--- src/rtl/enc_input_key.sv ---
// Transmit side of the serial key/mode command interface: on Start, shifts a
// fixed unlock key out MSB first on InputKey (strobed by ValidCmd), then one mode bit.
module enc_input_key #(
   parameter int unsigned        KEY_LEN = 4,
   parameter logic [KEY_LEN-1:0] KEY     = 4'b1010,
   parameter int unsigned        BIT_GAP = 0
) (
   input  logic Clk,
   input  logic Reset,
   input  logic Start,
   input  logic ModeReq,
   input  logic Abort,
   output logic InputKey,
   output logic ValidCmd,
   output logic Busy,
   output logic Done
);

   // Key widened to 16 bits so the 4-bit index addresses it at full width.
   localparam logic [15:0] KEY_EXT  = 16'(KEY);
   localparam logic [3:0]  IDX_INIT = 4'(KEY_LEN - 1);
   localparam logic [3:0]  GAP_INIT = 4'(BIT_GAP - 1);
   localparam bit          HAS_GAP  = (BIT_GAP != 0);

   typedef enum logic [4:0] {
      S_IDLE = 5'b00001,
      S_KEY  = 5'b00010,
      S_GAP  = 5'b00100,
      S_MODE = 5'b01000,
      S_DONE = 5'b10000
   } state_t;

   state_t     state_q, state_d;
   logic [3:0] idx_q, idx_d;
   logic [3:0] gap_q, gap_d;
   logic       last_q, last_d;
   logic       mode_q, mode_d;
   logic       key_q, key_d;
   logic       valid_q, valid_d;
   logic       busy_q, busy_d;
   logic       done_q, done_d;

   always_comb begin
      state_d = state_q;
      idx_d   = idx_q;
      gap_d   = gap_q;
      last_d  = last_q;
      mode_d  = mode_q;

      case (state_q)
         S_IDLE: begin
            if (Start) begin
               mode_d  = ModeReq;
               idx_d   = IDX_INIT;
               gap_d   = '0;
               last_d  = 1'b0;
               state_d = S_KEY;
            end
         end
         S_KEY: begin
            // last_q remembers that the final key bit went out, so a trailing gap leads to MODE.
            if (idx_q == '0) begin
               last_d = 1'b1;
            end else begin
               idx_d = idx_q - 4'd1;
            end
            if (HAS_GAP) begin
               gap_d   = GAP_INIT;
               state_d = S_GAP;
            end else if (idx_q == '0) begin
               state_d = S_MODE;
            end
         end
         S_GAP: begin
            if (gap_q == '0) begin
               state_d = last_q ? S_MODE : S_KEY;
            end else begin
               gap_d = gap_q - 4'd1;
            end
         end
         S_MODE: state_d = S_DONE;
         S_DONE: state_d = S_IDLE;
         default: state_d = S_IDLE;
      endcase

      if (Abort && (state_q inside {S_KEY, S_GAP, S_MODE})) begin
         state_d = S_IDLE;
         idx_d   = '0;
         gap_d   = '0;
         last_d  = 1'b0;
      end
   end

   // Outputs are decoded from the next state and registered, so they line up with the state.
   always_comb begin
      valid_d = (state_d == S_KEY) || (state_d == S_MODE);
      key_d   = 1'b0;
      if (state_d == S_KEY) begin
         key_d = KEY_EXT[idx_d];
      end else if (state_d == S_MODE) begin
         key_d = mode_d;
      end
      busy_d = state_d inside {S_KEY, S_GAP, S_MODE};
      done_d = (state_d == S_DONE);
   end

   always_ff @(posedge Clk or negedge Reset) begin
      if (!Reset) begin
         state_q <= S_IDLE;
         idx_q   <= '0;
         gap_q   <= '0;
         last_q  <= 1'b0;
         mode_q  <= 1'b0;
         key_q   <= 1'b0;
         valid_q <= 1'b0;
         busy_q  <= 1'b0;
         done_q  <= 1'b0;
      end else begin
         state_q <= state_d;
         idx_q   <= idx_d;
         gap_q   <= gap_d;
         last_q  <= last_d;
         mode_q  <= mode_d;
         key_q   <= key_d;
         valid_q <= valid_d;
         busy_q  <= busy_d;
         done_q  <= done_d;
      end
   end

   assign InputKey = key_q;
   assign ValidCmd = valid_q;
   assign Busy     = busy_q;
   assign Done     = done_q;

endmodule

--- config.mk ---
export PLATFORM = sky130hd
export DESIGN_NAME = enc_input_key
export DESIGN_NICKNAME = d
export VERILOG_FILES = /design/src/rtl/enc_input_key.sv
export SDC_FILE = /design/constraint.sdc
export NUM_CORES = 1
export LEC_CHECK = 0
export BUFFER_PORTS_ARGS = -buffer_cell sky130_fd_sc_hd__buf_2
export CAP_MARGIN = 20
export CORE_MARGIN = 3
export CORE_UTILIZATION = 57
export DETAILED_ROUTE_END_ITERATION = 7
export MAX_ROUTING_LAYER = met4
export PLACE_DENSITY_LB_ADDON = 0.08
export SYNTH_ARGS = -nofsm -noshare
export SYNTH_HDL_FRONTEND = slang
export SYNTH_SLANG_ARGS = --single-unit
--- constraint.sdc ---
create_clock -name Clk -period 2.5 [get_ports Clk]
set_input_delay 0.25 -clock Clk [delete_from_list [all_inputs] [get_ports Clk]]
set_output_delay 0.25 -clock Clk [all_outputs]
set_load 0.005 [all_outputs]
=== Yosys cells after proc, flatten, opt, wreduce, memory -nomap -nowiden ===
Memory sizes are Yosys's and may differ from the RTL's.
Index checks and enable logic that the tools add are counted.

* Div/mod/pow operators: 0
* Eq/ne operators: 11
* Multipliers: 0
* Multiplexer cells: 23
* Reduce and logical (&&, ||, !) cells: 10
* Bitwise logic cells: 0
* Add/sub/neg operators: 2
* Order comparisons: 1
* Shift-type cells: 0

{| class="wikitable"
|+ Operators by type and width
! cell !! number
|-
| $mux W4 || 7
|-
| $mux W5 || 4
|-
| $pmux W5 S4 || 1
|-
| $pmux W4 S2 || 2
|-
| $reduce_bool A3 Y1 || 4
|-
| $eq A5 B2 Y1 const B || 2
|-
| $eq A5 B3 Y1 const B || 2
|-
| $eq A5 B4 Y1 const B || 2
|-
| $logic_not A4 Y1 || 2
|-
| $mux W1 || 8
|-
| $sub A4 B1 Y4 const B || 2
|-
| $ne A3 B2 Y1 const B || 2
|-
| $reduce_and A3 Y1 || 2
|-
| $eq A5 B1 Y1 const B || 1
|-
| $eq A5 B5 Y1 const B || 1
|-
| $lt A4 B5 Y1 const B || 1
|-
| $ne A3 B3 Y1 const B || 1
|-
| $pmux W1 S2 || 1
|-
| $logic_and A1 B1 Y1 || 1
|-
| $logic_or A1 B1 Y1 || 1
|}

* Memory bits (read-only): 16
* Input port bits: 5
* Output and inout port bits: 4
* Latch bits: 0
* Memory bits (writable): 0
* Register bits after elaboration: 19
* Memories kept: 1

{| class="wikitable"
|+ Memories
! memory !! depth !! width !! read ports !! clocked after memory_dff !! write ports !! line !! source
|-
| (name not given) || 16 || 1 || 1 || 0 || 0 || 99 || <nowiki>key_d = KEY_EXT[idx_d];</nowiki>
|}

=== Longest topological paths before layout ===
Gate-level depths: netlist of run 1.

* Depth after elaboration: 7
* Gate-level depth with buffers: 7
* Gate-level depth less buffers: 7

=== Worst setup path after synthesis of run 1 ===
No wires, ideal clock.

* Path type: register to register
* Start: register state_q[3]
* End: register key_q (netlist: InputKey)
* Stages on the path, launching flop included: 6
* Arrival: 1.958 ns
* Path slack: 0.446 ns
* Period minus slack after synthesis: 2.054 ns
* Buffers on the path: 1
* Library setup time: 0.095 ns
* Cell sequence: dfrtp_1 -> buf_6 -> or4b_1 -> or4_1 -> a31o_1 -> o32ai_2

* Cells in the longest elaborated chain, start to end: 7

{| class="wikitable"
|+ RTL lines
! item !! line !! source
|-
| from (decl) || 33 || <nowiki>state_t state_q, state_d;</nowiki>
|-
| from (signal assigned) || 119 || <nowiki>state_q <= state_d;</nowiki>
|-
| $eq A5 B2 Y1 (tied with other cells) || 50, 86 ||
|-
| $reduce_bool A3 Y1 || 86 || <nowiki>if (Abort && (state_q inside {S_KEY, S_GAP, S_MODE})) begin</nowiki>
|-
| $logic_and A1 B1 Y1 || 86 ||
|-
| $mux W4 or $mux W5 (tied branches) || 86 ||
|-
| $mem_v2 Z16 W1 or $eq A5 B4 Y1 (tied branches) || - ||
|-
| $mux W1, on equally long branches || 99, 100 ||
|-
| $mux W1 * || 98 || <nowiki>if (state_d == S_KEY) begin</nowiki>
|-
| net key_d || 38 || <nowiki>logic key_q, key_d;</nowiki>
|-
| to (signal assigned) || 124 || <nowiki>key_q <= key_d;</nowiki>
|-
| to (decl) || 38 ||
|}

The timed path passes the listed nets; every way through them passes the cells marked *. The select of a mux whose other input is x is not followed.
A chain may end at the register's enable or synchronous reset.

=== Worst setup path in the final report of run 1 ===
Same ends and word-level chain as after synthesis.

==> results.ini, run 1 <==
[critical_path]
rrSetupSlack_ns=0.32
cp.required_ns=2.71
end_kind=flop
cp_max_fo=10
cp.arrival_ns=2.40
criticalPathCategory=flop to flop
ff2ff_path_depth=4
cp-start-kind=flop

[power_and_ir_drop]
pwr-share-clk=0.189
intPower_uw=536
p_seq_frac=0.497
vdd_ir_drop_max_mv=0.506
power_frac_comb=0.314
p_leak_nw=0.570
switching_share=0.358
power.density_mw_per_mm2=752
p_sw_uw=299

[logic_synthesis]
synth-edff-count=0
synth_ff_type=dfrtp_1
ys_seq_elements=19
synth_top_family_by_area=simple AND/OR/NAND/NOR gates
post-synth-top-area-cell=dfrtp_1
synth-simple-area-share=0.247
synth-xor-area-share=0.00853
synth.most_common_cell=dfrtp_1
synth_cell_types=43
syn_avg_cell_area_um2=9.97
synthMuxAreaShare=0.00974
async_flop_share=1.00
synth_cells=103
yosys-top-cells-area=dfrtp_1 (44%), ha_1 (3.7%), inv_1 (2.9%)
ys_warn_count=0
synth_compound_area_frac=0.181
ys_seq_area_frac=0.464
yosys.area_share.adder=0.0365
synth_common_cells=dfrtp_1 (18), inv_1 (8), nor2_1 (6)
synth_top_area_frac=0.438
syn-cell-area_mm2=0.00103
synth_nets=111

[placement]
place_congestion=0.872
numPortBuffers=8
place.detailed.hpwl_mm=1.47

[global_route]
grt_max_degree=20
antenna_found_initial=0
overflow=0
grt_pass1_wl_mm=3.44
track_usage=0.191
grt_pass1_vias=760

[clock_tree]
cts_tree=done
root_buffer=clkbuf_4
cts_buffers=3
cts.sinks=19
cts_max_level=1
cts.clk_slew.worst_paths_ns=0.11
clockBufferDepth=2
clk-insertion-delay-late_ns=0.30
post_cts_resized=0

[finish]
area_delta_synth_final_pct=8.16
finalNetCount=121
n_fill_cell=123
final_core_util=0.697
drive_above_1_share=0.134
n_antenna_cell=0

[sta]
finalHoldViolations=0
finalSetupViolations=0
fin_crit_ns=2.18
fin_crit_sh=0.874
slew_headroom=0.709
rsz0062_at_grt=false
fmax_mhz=458
worst_slew_pin_slew_ns=0.436
finalClockSkew_ns=0.000599
slew_violations=0
setup_tns_ns=0

[drt]
ant_nets=0
wire_per_inst_um=14.2
drt_iter0_drc=34
first_pass_iters=4
routed_wl_mm=1.93
drc_errors=0
viasPerCell=5.90
vias=803

[floorplanning]
die_x_um=48.5
boundaryPins=9
rows=14
fp.dieArea_mm2=0.00235
fp.dieH_um=48.5
core-area_mm2=0.00159
start_util=0.644

[status]
status=completed

[hold_path]
hold_path_class=input pin to flop
min_path_cells=3

[run]
drv_cap=0

## worst max-delay path: stages (launching register included)
cell and delay (ns):
dfrtp_1 0.48, or4b_1 0.57, or4_1 0.48, a31o_1 0.29, o32ai_2 0.28
## metrics by stage
stage	hold slack [ns]	cells	power (mW)	worst slack, ns	instance area, µm²
global route	0.233	136	0.901	0.271	1110
floorplan	-0.0456	103	0.607	0.446	1030
global placement	0.205	131	0.671	0.419	1070
CTS	0.208	136	0.838	0.336	1110
finish	0.204	136	0.835	0.316	1110
detailed placement	0.204	131	0.682	0.355	1070
## power groups by stage
stage,clock [mW],sequential [mW],combinational (mW)
6_report,0.158,0.415,0.262
3_5_place_dp,0,0.420,0.261
5_1_grt,0.178,0.423,0.299
4_1_cts,0.161,0.413,0.264
2_1_floorplan,0,0.385,0.221
3_3_place_gp,0,0.416,0.254
## state kept, by name, summed over array words and instances (netlist names)
name,cells
ValidCmd,1
gap_q,4
Done,1
mode_q,1
idx_q,4
last_q,1
Busy,1
InputKey,1
state_q,5
## final timing paths
path | startpoint | endpoint
worst max-delay path | state_q[3]$_DFF_PN0_ | InputKey$_DFF_PN0_
worst max register to register | state_q[3]$_DFF_PN0_ | InputKey$_DFF_PN0_
worst min register to register | mode_q$_DFF_PN0_ | mode_q$_DFF_PN0_
worst min-delay path | ModeReq | mode_q$_DFF_PN0_
max in group asynchronous | Reset | state_q[0]$_DFF_PN1_
min in group asynchronous | Reset | idx_q[0]$_DFF_PN0_
## logic make-up after synthesis
| logic type | Yosys count |
|---|---|
| and+or+nand+nor | 41 |
| AOI/OAI and AO/OA | 26 |
| DFF | 19 |
| buffers and inverters | 12 |
| adders and majority gates | 3 |
| xor gates and xnor gates | 1 |
| muxes | 1 |
## cell usage in the layout (no fill, tap or decap), types with 2 or more instances in the layout
cell type	Yosys	layout
or4_1	2	2
o31ai_1	2	2
a21o_1	3	3
a31o_1	2	2
nor3_1	4	4
nor2_1	6	6
o21ai_1	3	3
nand3b_1	2	2
nor4_1	2	2
nand3_1	5	5
nand2_1	4	4
a21oi_1	5	5
ha_1	3	3
inv_1	8	8
and4b_1	2	2
buf_2	1	8
a211oi_1	2	2
o21ai_0	3	3
clkbuf_4	0	3
or4b_1	2	2
dfrtp_1	18	18
## what timing repair did
item | in CTS | in global routing
hold endpoints to repair | 18 | 0
hold buffers | 1 | 0
setup buffers | 0 | 0
## routing by layer
metal | part of all wire | global-route usage | routed length, µm
met5 | 0 | - | 0
met4 | 0.021 | 0.0900 | 40
met3 | 0.054 | 0.0368 | 105
met2 | 0.48 | 0.303 | 920
met1 | 0.45 | 0.237 | 864
## cell type report
type                    instances  area (µm²)  share of cell area
inverters                       8        30.0              0.0270
clock inverters                 1        5.00             0.00450
multi-input cells              72         497               0.447
flip-flops and latches         19         477               0.429
well taps                      24        30.0              0.0270
repair buffers                  9        50.0              0.0450
clock buffers                   3        22.5              0.0203
No activity file was read; power rests on OpenSTA's default activity.
==> run 2, diff against run 1 <==
--- a/config.mk
+++ b/config.mk
@@ -11,7 +11,7 @@
 export CORE_UTILIZATION = 57
 export DETAILED_ROUTE_END_ITERATION = 7
 export MAX_ROUTING_LAYER = met4
-export PLACE_DENSITY_LB_ADDON = 0.08
+export PLACE_DENSITY = 0.89
 export SYNTH_ARGS = -nofsm -noshare
 export SYNTH_HDL_FRONTEND = slang
 export SYNTH_SLANG_ARGS = --single-unit
==> run 2 against run 1 <==
Against the previous run: wire length increased by 8.8%; via count increased by 6.6%; first-iteration DRC count did not move; sequential share of layout area unchanged; critical path type unchanged.
==> results.ini, run 2 (synthesis gave the netlist of run 1 again) <==
[power_and_ir_drop]
intPower_uw=536  ; about the same
p_sw_uw=298  ; was 299 µW
p_leak_nw=0.570  ; unchanged
vdd_ir_drop_max_mv=0.541  ; was 0.506 mV
pwr-share-clk=0.187  ; was 0.189
switching_share=0.358  ; about the same
power_frac_comb=0.317  ; was 0.314
power.density_mw_per_mm2=751  ; was 752 mW/mm²
p_seq_frac=0.496  ; was 0.497

[critical_path]
cp.arrival_ns=2.39  ; was 2.40 ns
critPathCapture=InputKey$_DFF_PN0_  ; unchanged
ff2ff_path_depth=4  ; unchanged
criticalPathCategory=flop to flop  ; unchanged
cp_slowest_cell=or4b_1  ; unchanged
end_kind=flop  ; unchanged
r2r_start=state_q[3]$_DFF_PN0_  ; unchanged
cp-start-kind=flop  ; unchanged
r2r_end=InputKey$_DFF_PN0_  ; unchanged
rrSetupSlack_ns=0.32  ; about the same
cp.required_ns=2.71  ; about the same
cpPeakStageDelay_ns=0.57  ; about the same
cp_max_fo=10  ; unchanged
path_cells=or4b_1 -> or4_1 -> a31o_1 -> o32ai_2  ; unchanged
startpoint=state_q[3]$_DFF_PN0_  ; unchanged

[sta]
worst_slew_pin_slew_ns=0.492  ; was 0.436 ns
fin_crit_sh=0.871  ; was 0.874
fin_crit_ns=2.18  ; about the same
finalSetupViolations=0  ; unchanged
rsz0062_at_grt=false  ; unchanged
setup_tns_ns=0  ; unchanged
slew_headroom=0.669  ; was 0.709
finalHoldViolations=0  ; unchanged
fmax_mhz=459  ; was 458 MHz
fin_hold_ws_ns=0.221  ; was 0.204 ns
finalClockSkew_ns=0.00405  ; was 0.000599 ns
slew_violations=0  ; unchanged

[clock_tree]
cts.clk_slew.worst_paths_ns=0.11  ; about the same
post-cts-setup-buffers=0  ; unchanged
cts_hold_buf=1  ; unchanged
cts_buffers=3  ; unchanged
cts_max_level=1  ; unchanged
clockBufferDepth=2  ; unchanged
post_cts_resized=0  ; unchanged
root_buffer=clkbuf_4  ; unchanged
cts_tree=done  ; unchanged
cts.sinks=19  ; unchanged
clk-insertion-delay-late_ns=0.30  ; about the same

[floorplanning]
core-area_mm2=0.00159  ; unchanged
boundaryPins=9  ; unchanged
fp.dieArea_mm2=0.00235  ; unchanged
start_util=0.644  ; unchanged
rows=14  ; unchanged
fp.dieH_um=48.5  ; unchanged
die_x_um=48.5  ; unchanged

[drt]
first_pass_iters=4  ; unchanged
vias=856  ; was 803
drc_errors=0  ; unchanged
wire_per_inst_um=15.4  ; was 14.2 µm
routed_wl_mm=2.10  ; was 1.93 mm
ant_nets=0  ; unchanged
viasPerCell=6.29  ; was 5.90
drt_iter0_drc=34  ; unchanged

[finish]
top_regs=state_q: 5 flops, gap_q: 4 flops, idx_q: 4 flops  ; unchanged
area_delta_synth_final_pct=8.16  ; unchanged
final_common_cell=dfrtp_1  ; unchanged
n_fill_cell=122  ; was 123
final-seq-area_um2=477  ; unchanged
n_antenna_cell=0  ; unchanged
largest_reg_flops=5  ; unchanged
finalNetCount=121  ; unchanged
drive_above_1_share=0.134  ; unchanged
largest_register=state_q  ; unchanged
final_cell_mix=dfrtp_1 (18), inv_1 (8), buf_2 (8), nor2_1 (6)  ; unchanged
multi_input_area_um2=497  ; unchanged

[placement]
place.detailed.hpwl_mm=1.62  ; was 1.47 mm
place_congestion=0.870  ; was 0.872
numPortBuffers=8  ; unchanged

[global_route]
grt_pass1_wl_mm=3.58  ; was 3.44 mm
track_usage=0.197  ; was 0.191
grt_pass1_vias=825  ; was 760
grt_max_degree=20  ; unchanged
antenna_found_initial=0  ; unchanged
overflow=0  ; unchanged

[hold_path]
hold_path_class=input pin to flop  ; unchanged

[run]
drv_cap=0  ; unchanged

[status]
status=completed  ; unchanged

-- run 2: metrics by stage --
stage          utilization  setup slack [ns]  instances  power [mW]  instance area (µm²)
3_3_place_gp         0.673             0.425        131       0.665                 1070
4_1_cts              0.697             0.328        136       0.833                 1110
2_1_floorplan            -             0.446        103       0.607                 1030
3_5_place_dp         0.673             0.351        131       0.680                 1070
6_report             0.697             0.322        136       0.834                 1110
5_1_grt              0.697             0.201        136       0.889                 1110
-- run 2: cell type report --
class,count,area share
Inverter,8,0.0270
Timing Repair Buffer,9,0.0450
Clock inverter,1,0.00450
Sequential cell,19,0.429
Tap cell,24,0.0270
Multi-Input combinational cell,72,0.447
Clock buffer,3,0.0203
-- run 2: power groups by stage --
| stage | logic, mW | registers (mW) | clock network, mW |
|---|---|---|---|
| floorplan | 0.221 | 0.385 | 0 |
| global placement | 0.250 | 0.415 | 0 |
| detailed placement | 0.261 | 0.419 | 0 |
| CTS | 0.264 | 0.413 | 0.155 |
| global route | 0.297 | 0.420 | 0.171 |
| finish | 0.265 | 0.414 | 0.156 |
-- run 2: layer usage --
layer  vias to the layer above  part of all wire  global-route usage  routed length (µm)
li1                        403                 -                   -                   -
met1                       437              0.45               0.249                 938
met2                        12              0.52               0.333                1090
met3                         4             0.023              0.0276                  48
met4                         0             0.012              0.0569                  25
met5                         -                 0                   -                   0
-- run 2: worst max-delay path: cells and delay by family (launching register included) --
| family | cells | cell delay (ns) |
|---|---|---|
| and+or+nand+nor | 2 | 1.06 |
| DFF | 1 | 0.48 |
| AOI/OAI and AO/OA | 2 | 0.54 |
-- run 2: worst min path at each step --
stage | startpoint | to | slack, ns | depth (start not counted)
after floorplan | Reset | Busy$_DFF_PN0_ | -0.05 | 0
after global placement | Reset | gap_q[2]$_DFFE_PN0P_ | 0.20 | 1
after detailed placement | Reset | gap_q[2]$_DFFE_PN0P_ | 0.20 | 1
after CTS | ModeReq | mode_q$_DFF_PN0_ | 0.23 | 3
after global routing | ModeReq | mode_q$_DFF_PN0_ | 0.24 | 3
final | ModeReq | mode_q$_DFF_PN0_ | 0.22 | 3
==> run 3, diff against run 2 <==
--- a/config.mk
+++ b/config.mk
@@ -8,10 +8,10 @@
 export BUFFER_PORTS_ARGS = -buffer_cell sky130_fd_sc_hd__buf_2
 export CAP_MARGIN = 20
 export CORE_MARGIN = 3
-export CORE_UTILIZATION = 57
+export CORE_UTILIZATION = 61
 export DETAILED_ROUTE_END_ITERATION = 7
 export MAX_ROUTING_LAYER = met4
-export PLACE_DENSITY = 0.89
+export PLACE_DENSITY = 0.93
 export SYNTH_ARGS = -nofsm -noshare
 export SYNTH_HDL_FRONTEND = slang
 export SYNTH_SLANG_ARGS = --single-unit
==> constraint.sdc (replaced) <==
create_clock -name Clk -period 2.7 [get_ports Clk]
set_input_delay 0.27 -clock Clk [delete_from_list [all_inputs] [get_ports Clk]]
set_output_delay 0.27 -clock Clk [all_outputs]
set_load 0.005 [all_outputs]
==> run 3 against run 2 <==
Against the previous run: power shrank 6.5%; clock skew grew 0.0048 ns; final area shrank 0.90%; largest power group unchanged; fmax shrank 0.88%; largest cell class unchanged; utilization grew 1.7 points; wire length grew 1.3%; clock-buffer cell count is the same; first-iteration DRC count shrank 24%; global-route usage grew 3.6 points; register-to-register slack gained 0.18 ns; critical path depth is the same.
==> results.ini, run 3 (synthesis gave the netlist of run 1 again) <==
[power_and_ir_drop]
p_leak_nw=0.570  ; unchanged
power.density_mw_per_mm2=708  ; was 751 mW/mm²
intPower_uw=497  ; was 536 µW
switching_share=0.363  ; was 0.358
vdd_ir_drop_max_mv=0.439  ; was 0.541 mV
p_sw_uw=283  ; was 298 µW
p_seq_frac=0.494  ; was 0.496
power.total_uw=780  ; was 834 µW
power_frac_comb=0.318  ; was 0.317
pwr-share-clk=0.188  ; was 0.187

[critical_path]
cp.arrival_ns=2.41  ; was 2.39 ns
end_kind=flop  ; unchanged
path_buf_inv=0  ; unchanged
path_delay_family=simple AND/OR/NAND/NOR gates  ; unchanged
criticalPathCategory=flop to flop  ; unchanged
ff2ff_path_depth=4  ; unchanged
rrSetupSlack_ns=0.50  ; was 0.32 ns
path_cells=or4b_1 -> or4_1 -> a31o_1 -> o32ai_2  ; unchanged
cp_slowest_cell=or4b_1  ; unchanged
cpPeakStageDelay_ns=0.58  ; was 0.57 ns
critical_path_cell_count=4  ; unchanged
cp-start-kind=flop  ; unchanged
cp_max_fo=10  ; unchanged
cp.required_ns=2.91  ; was 2.71 ns

[floorplanning]
fp.dieH_um=47.0  ; was 48.5 µm
boundaryPins=9  ; unchanged
core-area_mm2=0.00154  ; was 0.00159 mm²
start_util=0.666  ; was 0.644
die_x_um=47.0  ; was 48.5 µm
fp.dieArea_mm2=0.00221  ; was 0.00235 mm²
rows=14  ; unchanged

[finish]
n_fill_cell=126  ; was 122
largest_register=state_q  ; unchanged
area_delta_synth_final_pct=7.19  ; was 8.16%
top_regs=state_q: 5 flops, gap_q: 4 flops, idx_q: 4 flops  ; unchanged
final_cell_mix=dfrtp_1 (18), inv_1 (8), buf_2 (8), nor2_1 (6)  ; unchanged
finalNetCount=121  ; unchanged
drive_above_1_share=0.134  ; unchanged
n_antenna_cell=0  ; unchanged
largest_reg_flops=5  ; unchanged
final_common_cell=dfrtp_1  ; unchanged

[sta]
slew_violations=0  ; unchanged
setup_tns_ns=0  ; unchanged
rsz0062_at_grt=false  ; unchanged
slew_headroom=0.683  ; was 0.669
fmax_mhz=455  ; was 459 MHz
fin_crit_ns=2.20  ; was 2.18 ns
worst_slew_pin_slew_ns=0.472  ; was 0.492 ns
finalClockSkew_ns=0.00890  ; was 0.00405 ns
finalHoldViolations=0  ; unchanged
fin_crit_sh=0.814  ; was 0.871
finalSetupViolations=0  ; unchanged

[placement]
numPortBuffers=8  ; unchanged
place_congestion=0.882  ; was 0.870
place.detailed.hpwl_mm=1.57  ; was 1.62 mm

[clock_tree]
cts.clk_slew.worst_paths_ns=0.11  ; about the same
clk-insertion-delay-late_ns=0.31  ; was 0.30 ns
cts.sinks=19  ; unchanged
cts_buffers=3  ; unchanged
post_cts_resized=0  ; unchanged
clockBufferDepth=2  ; unchanged
root_buffer=clkbuf_4  ; unchanged
cts_max_level=1  ; unchanged
cts_tree=done  ; unchanged
post-cts-setup-buffers=0  ; unchanged
cts_hold_buf=1  ; unchanged

[global_route]
grt_pass1_wl_mm=3.43  ; was 3.58 mm
grt_max_degree=20  ; unchanged
overflow=0  ; unchanged
grt_pass1_vias=774  ; was 825
track_usage=0.233  ; was 0.197
antenna_found_initial=0  ; unchanged

[status]
status=completed  ; unchanged

[drt]
first_pass_iters=4  ; unchanged
drt_iter0_drc=26  ; was 34
ant_nets=0  ; unchanged
wire_per_inst_um=16.6  ; was 15.4 µm
drc_errors=0  ; unchanged
vias=852  ; was 856
viasPerCell=6.66  ; was 6.29
routed_wl_mm=2.13  ; was 2.10 mm

[hold_path]
min_path_cells=3  ; unchanged
hold_path_class=input pin to flop  ; unchanged

[run]
drv_cap=0  ; unchanged

run 3: worst register-to-register path, cell delays in order (launching register included):
cell and delay [ns]:
dfrtp_1 0.49, or4b_1 0.58, or4_1 0.48, a31o_1 0.28, o32ai_2 0.27
run 3: final timing paths:
kind                                      start              endpoint
max                        state_q[3]$_DFF_PN0_    InputKey$_DFF_PN0_
min                                     ModeReq      mode_q$_DFF_PN0_
max reg2reg                state_q[3]$_DFF_PN0_    InputKey$_DFF_PN0_
min reg2reg                gap_q[3]$_DFFE_PN0P_  gap_q[3]$_DFFE_PN0P_
max in group asynchronous                 Reset  state_q[0]$_DFF_PN1_
min in group asynchronous                 Reset  idx_q[1]$_DFFE_PN0P_
run 3: power by group through the flow:
stage / Sequential (mW) / Combinational, mW / Clock [mW]
finish: 0.385 / 0.248 / 0.147
global route: 0.390 / 0.278 / 0.163
CTS: 0.381 / 0.249 / 0.152
detailed placement: 0.387 / 0.245 / 0
global placement: 0.385 / 0.231 / 0
floorplan: 0.357 / 0.205 / 0
run 3: routing by layer:
layer	up-vias	GRT usage	share of wire
met5	-	-	0
met2	40	0.388	0.53
met3	5	0.0230	0.054
met1	406	0.288	0.40
met4	0	0.0994	0.020
li1	401	-	-
run 3: area by class of cell:
cell class,count,area (µm²),share of cell area
multi-input combinational,72,497,0.451
timing repair buffer,9,50.0,0.0455
clock buffer,3,22.5,0.0205
tap,16,20.0,0.0182
clock inverter,1,5.00,0.00455
inverter,8,30.0,0.0273
sequential,19,477,0.433
run 3: stage by stage:
| step | instance area, µm² | hold WS [ns] | setup WS, ns | utilization | std cells |
|---|---|---|---|---|---|
| global route | 1100 | 0.288 | 0.408 | 0.714 | 128 |
| detailed placement | 1060 | 0.227 | 0.543 | 0.690 | 123 |
| floorplan | 1030 | -0.0256 | 0.646 | - | 103 |
| CTS | 1100 | 0.255 | 0.502 | 0.714 | 128 |
| global placement | 1060 | 0.224 | 0.624 | 0.690 | 123 |
| finish | 1100 | 0.249 | 0.502 | 0.714 | 128 |
